<file path="src/rtl/keycode_onehot_driver.sv">
// Keypad emulator: turns 4-bit key codes into timed one-hot key-line pulses (hold, then gap).
// Optional macro KEY_QUEUE_EN inserts a 4-entry code FIFO in front of the press/gap sequencer.
module keycode_onehot_driver #(
   parameter int HOLD_CYCLES = 16,
   parameter int GAP_CYCLES  = 8,
   parameter int CNT_W       = 16
) (
   input  logic        clk,
   input  logic        rst_n,
   input  logic        code_valid,
   input  logic [3:0]  code,
   output logic        code_ready,
   output logic [15:0] d,
   output logic        busy,
   output logic        done
);

   localparam logic [1:0] ST_IDLE  = 2'd0;
   localparam logic [1:0] ST_PRESS = 2'd1;
   localparam logic [1:0] ST_GAP   = 2'd2;

   localparam logic [CNT_W-1:0] HOLD_LAST = CNT_W'(HOLD_CYCLES - 1);
   localparam logic [CNT_W-1:0] GAP_LAST  = CNT_W'((GAP_CYCLES > 0) ? (GAP_CYCLES - 1) : 0);
   localparam logic [CNT_W-1:0] CNT_ONE   = CNT_W'(1);
   localparam logic [CNT_W-1:0] CNT_ZERO  = '0;

   logic [1:0]       state;
   logic [CNT_W-1:0] cnt;
   logic             take;
   logic [3:0]       take_code;

   // Inverse of the 16-key encoder: code 0 is the top line, code c drives line c-1.
   function automatic logic [15:0] decode(input logic [3:0] c);
      logic [15:0] one;
      one = 16'h0001;
      if (c == 4'h0)
         decode = 16'h8000;
      else
         decode = one << (c - 4'h1);
   endfunction

`ifdef KEY_QUEUE_EN
   logic [3:0] fifo_mem [4];
   logic [1:0] wr_ptr;
   logic [1:0] rd_ptr;
   logic [2:0] fill;
   logic       fifo_full;
   logic       fifo_empty;
   logic       push;

   assign fifo_full  = (fill == 3'd4);
   assign fifo_empty = (fill == 3'd0);
   assign code_ready = !fifo_full;
   assign push       = code_valid && code_ready;
   assign take       = (state == ST_IDLE) && !fifo_empty;
   assign take_code  = fifo_mem[rd_ptr];

   always_ff @(posedge clk) begin
      if (push)
         fifo_mem[wr_ptr] <= code;
   end

   always_ff @(posedge clk or negedge rst_n) begin
      if (!rst_n) begin
         wr_ptr <= '0;
         rd_ptr <= '0;
         fill   <= '0;
      end else begin
         if (push)
            wr_ptr <= wr_ptr + 2'd1;
         if (take)
            rd_ptr <= rd_ptr + 2'd1;
         case ({push, take})
            2'b10:   fill <= fill + 3'd1;
            2'b01:   fill <= fill - 3'd1;
            default: fill <= fill;
         endcase
      end
   end
`else
   assign code_ready = (state == ST_IDLE);
   assign take       = code_valid && code_ready;
   assign take_code  = code;
`endif

   // Sequencer: d is registered, so it follows the accepting edge by one cycle.
   always_ff @(posedge clk or negedge rst_n) begin
      if (!rst_n) begin
         state <= ST_IDLE;
         cnt   <= '0;
         d     <= '0;
      end else begin
         case (state)
            ST_IDLE: begin
               if (take) begin
                  d     <= decode(take_code);
                  cnt   <= HOLD_LAST;
                  state <= ST_PRESS;
               end
            end
            ST_PRESS: begin
               if (cnt == CNT_ZERO) begin
                  d <= '0;
                  if (GAP_CYCLES > 0) begin
                     cnt   <= GAP_LAST;
                     state <= ST_GAP;
                  end else begin
                     state <= ST_IDLE;
                  end
               end else begin
                  cnt <= cnt - CNT_ONE;
               end
            end
            ST_GAP: begin
               if (cnt == CNT_ZERO)
                  state <= ST_IDLE;
               else
                  cnt <= cnt - CNT_ONE;
            end
            default: begin
               state <= ST_IDLE;
               cnt   <= '0;
               d     <= '0;
            end
         endcase
      end
   end

   assign busy = (state != ST_IDLE);
   assign done = (cnt == CNT_ZERO) &&
                 (((state == ST_PRESS) && (GAP_CYCLES == 0)) || (state == ST_GAP));

endmodule

</file>
<file path="config.mk">
export PLATFORM = sky130hd
export DESIGN_NAME = keycode_onehot_driver
export DESIGN_NICKNAME = d
export VERILOG_FILES = /design/src/rtl/keycode_onehot_driver.sv
export SDC_FILE = /design/constraint.sdc
export NUM_CORES = 1
export LEC_CHECK = 0
export ABC_AREA = 1
export BUFFER_PORTS_ARGS = -buffer_cell sky130_fd_sc_hd__buf_4
export CORE_MARGIN = 2
export CORE_UTILIZATION = 53
export DETAILED_ROUTE_END_ITERATION = 12
export PLACE_DENSITY = 0.88
export SLEW_MARGIN = 15
export SYNTH_ARGS = -nofsm -noshare
export SYNTH_HDL_FRONTEND = slang
export SYNTH_SLANG_ARGS = --single-unit
</file>
<file path="constraint.sdc">
create_clock -name clk -period 1.41 [get_ports clk]
set_input_delay 0.282 -clock clk [delete_from_list [all_inputs] [get_ports clk]]
set_output_delay 0.282 -clock clk [all_outputs]
set_load 0.05 [all_outputs]
</file>
==> impl_metrics.env, run 1 <==
export IMPL_outcome="finished, violations left"
export IMPL_violations="negative setup slack"
export IMPL_antenna_left=0
export IMPL_slew_headroom_pct=69.3
export IMPL_power_leakage_nw=1.70
export IMPL_finalPower_w=0.00196
export IMPL_yosysTopAreaCellShare_pct=37.5
export IMPL_ys_seq_elements=34
export IMPL_ys_top_cells_by_area="dfrtp_1, nand2_1, inv_1, o21ai_2, nand2_2"
export IMPL_cts_tree="yes"
export IMPL_crit_slowest_cell="dfrtp_1"
export IMPL_drc=0
export IMPL_rsz0062_at_grt="yes"
export IMPL_place_hpwl_um=4100
export IMPL_worstSetupPathType="flop to primary output"
export IMPL_max_vdd_ir_drop_mv=0.550
export IMPL_die_area_um2=4820
export IMPL_syn_nets=299
export IMPL_post_drt_wl_per_cell_um=20.5
export IMPL_endpoint_kind="primary output"
export IMPL_die_w_um=69.4
export IMPL_max_stage_delay_ps=400
export IMPL_cap_violations=0
export IMPL_track_usage_pct=32.9
export IMPL_setup_slack_ps=-527
export IMPL_io_buffers=25
export IMPL_ctsRootBufferMaster="clkbuf_8"
export IMPL_worst_path_most_repeated_cell="buf_6"
export IMPL_whs_ps=298
export IMPL_path_clk_slew_ps=80
export IMPL_io_pins=26
export IMPL_cts_path_max_buffers=2
export IMPL_drive_gt1_share_pct=53.6
export IMPL_crit_fanout=3
export IMPL_fill_cells=184
export IMPL_initial_core_util_pct=55.9
export IMPL_clkSinkCount=34
export IMPL_clock_latency_ps=300
export IMPL_yosysWarnings=0
export IMPL_synthDistinctLibCells=27
export IMPL_wl_met3_um=895
export IMPL_finalCritPeriodShare_pct=137
export IMPL_wl_met2_um=4040
export IMPL_core_area_um2=4060
export IMPL_cp_arrival_ps=1650
export IMPL_htree_num_levels=2
export IMPL_drt_total_wl_um=8660
export IMPL_final_nets=380
export IMPL_hold_violations=0
export IMPL_grt_pass1_wl_um=12400
export IMPL_top_layer_used="met4"
export IMPL_fin_crit_ps=1940
export IMPL_drt_iter0_markers=344
export IMPL_gp_congestion=0.930
export IMPL_layout_commonest_cell="buf_4"
export IMPL_grt_max_degree=35
export IMPL_antenna_found_initial=0
export IMPL_mostFrequentLayoutCells="buf_4, nand2_1, inv_1, dfrtp_1, nand2_2"
export IMPL_hold_path_class="primary input to flop"
export IMPL_tightest_slew_ps=460
export IMPL_crit_required_ps=1130
export IMPL_grt_ovfl_total=0
export IMPL_cp_start_kind="flop"
export IMPL_first_pass_iters=9
export IMPL_fin_skew_ps=7.44
export IMPL_setup_viol=37
export IMPL_n_antenna_cell=0
export IMPL_slew_viol_final=0
export IMPL_cts_buffers=5
export IMPL_wl_met1_um=3200
export IMPL_vias=2594
export IMPL_crit_chain="inv_2 > ha_4 > nand2_4 > buf_6 > nor4_4 > buf_6"
export IMPL_fp_dieH_um=69.4
export IMPL_yosysSeqAreaShare_pct=37.5
export IMPL_grt_pass1_vias=2526
export IMPL_vias_per_cell=6.13
export IMPL_powerDensity_nw_per_um2=572
export IMPL_syn_area_per_cell_um2=7.80
export IMPL_yosysTopAreaCell="dfrtp_1"
export IMPL_netlist_instances=291
export IMPL_area_growth_pct=51.1
export IMPL_max_freq_mhz=516
export IMPL_syn_area_um2=2270
export IMPL_num_rows=23
-- layout make-up --
class	instances	area [um2]	area share [%]
Inverter	41	169	4.93
Sequential cell	34	852	24.9
Clock buffer	7	76.3	2.23
Tap cell	50	62.6	1.83
Timing Repair Buffer	81	806	23.5
Multi-Input combinational cell	209	1430	41.8
Clock inverter	1	30.0	0.876
-- stage by stage --
stage,util [%],std cells,setup TNS (ps),worst slack (ps),cell area (um2)
finish,84.5,423,-13330,-527,3430
detailed placement,70.9,392,-3180,-154,2880
global placement,70.9,392,-2110,-118,2880
floorplan,-,291,-3200,-291,2430
global route,84.5,423,-14490,-552,3430
CTS,80.3,415,-10010,-420,3260
-- worst paths after layout --
check                           startpoint        to  slack (ps)  depth (start not counted)
worst min register to register       d[13]     d[13]         490                          2
worst max register to register      cnt[1]    cnt[2]        -450                         12
worst min-delay path               code[2]      d[2]         300                          4
min in group asynchronous            rst_n      d[7]         470                          2
worst max-delay path                cnt[1]      done        -530                          6
max in group asynchronous            rst_n  state[0]         600                          2
-- routing by layer --
metal  GRT usage, %  up-vias
met5              0        -
met4           18.1        0
met3           6.69       72
met2           54.6      215
met1           39.8     1215
li1               -     1092
-- sequential cells by signal, indices dropped and copies added, names as in the netlist --
name,cells
cnt,16
d,16
state,2
-- critical path: cells and delay by family, from the launching register on --
kind / cells / cell delay, ps
DFF: 1 / 400
buffers and inverters: 3 / 430
adders and majority gates: 1 / 160
and+or+nand+nor: 2 / 370
-- logic make-up (layout without fill, tap and decap cells) --
| group | count (synthesis) | after routing | share of synthesized area, % |
|---|---|---|---|
| DFF | 34 | 34 | 37.5 |
| buffers and inverters | 48 | 130 | 9.71 |
| xor gates and xnor gates | 1 | 1 | 0.386 |
| and+or+nand+nor | 179 | 179 | 42.4 |
| AOI/OAI and AO/OA | 28 | 28 | 9.49 |
| adders and majority gates | 1 | 1 | 0.551 |
-- synth_stat cells (all sizes together) --
| cell type | number |
|---|---|
| a21oi | 4 |
| buf | 7 |
| dfrtp | 34 |
| ha | 1 |
| inv | 41 |
| nand2 | 100 |
| nand3 | 21 |
| nand4 | 11 |
| nor2 | 41 |
| nor3 | 4 |
| nor4 | 1 |
| o2111ai | 3 |
| o21ai | 21 |
| or2 | 1 |
| xor2 | 1 |
-- report_power, final --
part,internal [W],switching [W],total [W]
Clock,0.000529,0.000392,0.000921
Sequential,0.000974,0,0.000974
Combinational,0.0000183,0.0000458,0.0000641
Total,0.00152,0.000438,0.00196
-- timing repair --
action | in CTS | in global routing
buffers inserted | 10 | 9
pin swaps | 7 | 19
endpoints found under the hold margin | 34 | 0
gates resized for setup | 19 | 36
setup endpoints to repair | 32 | 37
gates cloned | 4 | 0
hold buffers | 1 | 0
Power figures use the tool's default switching activity.
==> run 2, diff against run 1 <==
CORE_MARGIN = unset   (was 2)
CORE_UTILIZATION = 58   (was 53)
PLACE_DENSITY = 0.91   (was 0.88)
clock period = 1.9 ns   (was 1.41 ns; I/O delays follow)
==> run 2 against run 1 <==
The flow now finishes without violations. Design area fell by 21%. Non-clock buffer count fell by 44. Sequential share of layout area rose by 6.8 points. Count of clock-buffer cells in the layout fell by 1. Via count fell by 23%. Final cell count fell by 11%. Sequential power fell by 26%. Utilization fell by 12 points. First-iteration DRC count fell by 69%. Wire length fell by 44%. Critical path depth fell by 2. Highest routed layer unchanged.
==> impl_metrics.env, run 2 (synthesis results as in run 1) <==
export IMPL_dp_cells=359
export IMPL_stdcell_area_um2=2700
export IMPL_cts_tree="yes"
export IMPL_die_area_um2=4170
export IMPL_setup_slack_ps=5.47
export IMPL_fin_crit_ps=1890
export IMPL_largestRegisters="cnt (16), d (16), state (2)"
export IMPL_power_leakage_nw=1.39
export IMPL_reg2reg_depth=9
export IMPL_track_usage_pct=25.1
export IMPL_wl_met1_um=2130
export IMPL_slew_headroom_pct=71.7
export IMPL_die_w_um=64.5
export IMPL_rsz0062_at_grt="yes"
export IMPL_worstSetupPathType="flop to primary output"
export IMPL_grt_pass1_vias=1815
export IMPL_drc=0
export IMPL_htree_num_levels=2
export IMPL_r2r_slack_ps=210
export IMPL_max_freq_mhz=528
export IMPL_n_antenna_cell=0
export IMPL_ctsRootBufferMaster="clkbuf_8"
export IMPL_core_area_um2=3720
export IMPL_io_pins=26
export IMPL_final_core_util_pct=72.7
export IMPL_top_layer_used="met4"
export IMPL_antenna_left=0
export IMPL_cp_start_kind="flop"
export IMPL_wl_met3_um=246
export IMPL_tightest_slew_ps=425
export IMPL_finalCritPeriodShare_pct=99.7
export IMPL_path_clk_slew_ps=70
export IMPL_mostFrequentLayoutCells="nand2_1, inv_1, buf_4"
export IMPL_first_pass_iters=5
export IMPL_timing_rr_end="cnt[0]"
export IMPL_crit_chain="nor2_4 > nand4_1 > nor4_4 > buf_6"
export IMPL_gp_congestion=0.877
export IMPL_wl_met2_um=2340
export IMPL_max_vdd_ir_drop_mv=0.350
export IMPL_vias_per_cell=5.32
export IMPL_crit_required_ps=1520
export IMPL_post_place_ws_ps=169
export IMPL_powerDensity_nw_per_um2=533
export IMPL_postPlaceCellArea_um2=2490
export IMPL_outcome="complete, no violations"
export IMPL_endpoint_kind="primary output"
export IMPL_post_drt_wl_per_cell_um=12.9
export IMPL_hold_violations=0
export IMPL_setup_viol=0
export IMPL_crit_slowest_cell="dfrtp_2"
export IMPL_grt_max_degree=42
export IMPL_clkSinkCount=34
export IMPL_fin_cells=376
export IMPL_area_growth_pct=19.0
export IMPL_place_hpwl_um=3430
export IMPL_r2r_start="cnt[13]"
export IMPL_fp_dieH_um=64.5
export IMPL_max_stage_delay_ps=430
export IMPL_cts_path_max_buffers=2
export IMPL_initial_core_util_pct=61.0
export IMPL_layout_commonest_cell="nand2_1"
export IMPL_cts_buffers=5
export IMPL_slew_viol_final=0
export IMPL_cap_violations=0
export IMPL_crit_fanout=3
export IMPL_setup_tns_ps=0
export IMPL_clock_latency_ps=290
export IMPL_vias=2000
export IMPL_drt_iter0_markers=106
export IMPL_antenna_found_initial=0
export IMPL_cts_hold_buf=0
export IMPL_drive_gt1_share_pct=34.8
export IMPL_grt_ovfl_total=0
export IMPL_final_nets=336
export IMPL_num_rows=22
export IMPL_cp_arrival_ps=1510
export IMPL_hold_path_class="primary input to asynchronous set/reset pin"
export IMPL_io_buffers=25
export IMPL_drt_total_wl_um=4860
export IMPL_fin_skew_ps=10.7
export IMPL_grt_pass1_wl_um=7880
[run 2: per-stage QoR]
step,hold WS [ps],power [W]
after floorplan,84.4,0.000749
after global placement,347,0.000778
after detailed placement,356,0.000779
after CTS,38.1,0.00146
after global routing,57.3,0.00149
final,23.4,0.00144
[run 2: repair_timing]
item	in CTS	in global routing
pin swaps	2	6
endpoints found under the setup margin	1	1
buffers inserted	1	9
hold endpoints to repair	0	0
gates resized for setup	5	3
[run 2: how the worst max path moves through the flow]
stage | endpoint | startpoint | slack (ps)
after floorplan | done | cnt[0] | 30
after global routing | done | cnt[7] | -70
final | done | cnt[4] | 5
after global placement | cnt[2] | cnt[0] | 240
after detailed placement | cnt[0] | cnt[0] | 170
after CTS | done | cnt[0] | 10
[run 2: final cells by class]
type / count / area, um2
multi-input combinational: 209 / 1220
fill: 261 / 1020
sequential: 34 / 855
timing repair buffer: 37 / 294
inverter: 41 / 154
clock buffer: 6 / 82.6
tap: 48 / 60.1
clock inverter: 1 / 30.0
[run 2: metal layers]
| metal | up-vias | global-route usage, % |
|---|---|---|
| met3 | 12 | 6.16 |
| met2 | 49 | 41.6 |
| li1 | 988 | - |
| met4 | 0 | 12.2 |
| met5 | - | 0 |
| met1 | 951 | 30.3 |
[run 2: critical path: cells and delay by family, from the launching register on]
kind          cells  cell delay (ps)
buf+inv           1              190
flops             1              430
simple gates      3              590
[run 2: power by group]
group          switching (W)  internal (W)
sequential                 0      0.000724
clock               0.000255      0.000419
combinational      0.0000290     0.0000119
total               0.000284       0.00115
==> run 3, diff against run 2 <==
ABC_CLOCK_PERIOD_IN_PS = 1900   (was unset)
CELL_PAD_IN_SITES_DETAIL_PLACEMENT = 1   (was unset)
CELL_PAD_IN_SITES_GLOBAL_PLACEMENT = 2   (was unset)
CORE_UTILIZATION = 34   (was 58)
==> run 3 against run 2 <==
Count of clock-buffer cells in the layout shrank 1. Register-to-register slack is essentially flat. Global-route usage shrank 8.6 points. Critical path depth grew 1. Sequential power is essentially flat. Critical endpoint unchanged. Design area is essentially flat. Wire length grew 10%. Critical path type unchanged.
==> impl_metrics.env, run 3 (synthesis results as in run 1) <==
export IMPL_outcome="complete, no violations"
export IMPL_drt_iter0_markers=52
export IMPL_grt_ovfl_total=0
export IMPL_switching_share_pct=21.8
export IMPL_track_usage_pct=16.5
export IMPL_p_sw_w=0.000314
export IMPL_r2r_slack_ps=200
export IMPL_cts_buffers=5
export IMPL_slew_headroom_pct=69.1
export IMPL_cap_violations=0
export IMPL_first_pass_iters=4
export IMPL_power_frac_clock_pct=46.9
export IMPL_max_vdd_ir_drop_mv=0.269
export IMPL_max_freq_mhz=530
export IMPL_fp_dieH_um=83.7
export IMPL_crit_slowest_cell="dfrtp_1"
export IMPL_combPwrFrac_pct=2.9
export IMPL_setup_viol=0
export IMPL_fill_cells=787
export IMPL_final_nets=331
export IMPL_cp_start_kind="flop"
export IMPL_tightest_slew_ps=464
export IMPL_largestRegisters="cnt (16), d (16), state (2)"
export IMPL_powerDensity_nw_per_um2=533
export IMPL_whs_ps=45.3
export IMPL_critPathTopFamily="flip-flops"
export IMPL_drc=0
export IMPL_grt_pass1_vias=1974
export IMPL_htree_num_levels=2
export IMPL_antenna_found_initial=0
export IMPL_power_leakage_nw=1.36
export IMPL_vias=1901
export IMPL_hold_violations=0
export IMPL_cp_startpoint="cnt[0]"
export IMPL_crit_fanout=4
export IMPL_drt_total_wl_um=5350
export IMPL_fin_crit_ps=1890
export IMPL_post_place_ws_ps=165
export IMPL_final_core_util_pct=42.3
export IMPL_post_drt_wl_per_cell_um=13.3
export IMPL_die_area_um2=7000
export IMPL_area_growth_pct=19.1
export IMPL_core_area_um2=6390
export IMPL_num_rows=29
export IMPL_path_buf_inv=2
export IMPL_antenna_left=0
export IMPL_vias_per_cell=4.74
export IMPL_cts_tree="yes"
export IMPL_crit_chain="inv_2 > ha_4 > nand2_4 > nor4_4 > buf_6"
export IMPL_max_stage_delay_ps=400
export IMPL_seq_power_share_pct=50.2
export IMPL_io_buffers=25
export IMPL_endpoint_kind="primary output"
export IMPL_io_pins=26
export IMPL_clock_latency_ps=290
export IMPL_rsz0062_at_grt="yes"
export IMPL_path_clk_slew_ps=80
export IMPL_cp_arrival_ps=1510
export IMPL_n_antenna_cell=0
export IMPL_layout_commonest_cell="nand2_1"
export IMPL_cts_path_max_buffers=2
export IMPL_die_w_um=83.7
export IMPL_slew_viol_final=0
export IMPL_grt_max_degree=42
export IMPL_finalCritPeriodShare_pct=99.3
export IMPL_clkSinkCount=34
export IMPL_ctsRootBufferMaster="clkbuf_8"
export IMPL_crit_required_ps=1520
export IMPL_gp_congestion=0.756
export IMPL_worstSetupPathType="flop to primary output"
export IMPL_r2r_start="state[1]"
export IMPL_fin_skew_ps=6.41
export IMPL_hold_path_class="primary input to asynchronous set/reset pin"
export IMPL_setup_slack_ps=13.1
export IMPL_drive_gt1_share_pct=33.3
export IMPL_grt_pass1_wl_um=9170
export IMPL_place_hpwl_um=4000
export IMPL_setup_tns_ps=0
export IMPL_initial_core_util_pct=35.5
export IMPL_power_internal_w=0.00113
export IMPL_mostFrequentLayoutCells="nand2_1, inv_1, dfrtp_1"
export IMPL_finalPower_w=0.00144
-- run 3: path summary, 6_finish.rpt --
kind | endpoint | depth (start not counted)
worst max-delay path | done | 5
worst min-delay path | d[7] | 1
worst max register to register | d[0] | 7
worst min register to register | d[1] | 2
max in group asynchronous | cnt[10] | 1
min in group clk | d[9] | 4
-- run 3: what timing repair did --
action	CTS	global route
pin swaps	1	1
setup endpoints to repair	1	1
endpoints found under the hold margin	0	0
hold buffers	0	0
resized for setup	5	1
buffers inserted	2	3
-- run 3: layout make-up --
class	count	area (um2)	area share (%)
inverter	41	154	5.70
timing repair buffer	32	256	9.50
multi-input combinational	209	1230	45.5
clock buffer	5	68.8	2.55
tap	77	96.3	3.57
clock inverter	3	45.0	1.67
sequential	34	851	31.5
-- run 3: layer usage --
metal  part of all wire [%]  track usage (%)
met5                      0                0
met4                    1.3             5.08
met3                    2.8             3.07
met2                     48             27.5
met1                     48             21.5
-- run 3: per-stage QoR --
step	instance area [um2]	cells
final	2700	401
after global routing	2700	401
after CTS	2670	398
after detailed placement	2530	388
after global placement	2530	388
after floorplan	2280	291
-- run 3: power groups by stage --
| stage | combinational (W) | sequential (W) | clock, W |
|---|---|---|---|
| 4_1_cts | 0.0000432 | 0.000723 | 0.000705 |
| 3_3_place_gp | 0.0000427 | 0.000737 | 0 |
| 6_report | 0.0000414 | 0.000723 | 0.000675 |
| 3_5_place_dp | 0.0000432 | 0.000737 | 0 |
| 5_1_grt | 0.0000478 | 0.000723 | 0.000740 |
| 2_1_floorplan | 0.0000117 | 0.000738 | 0 |
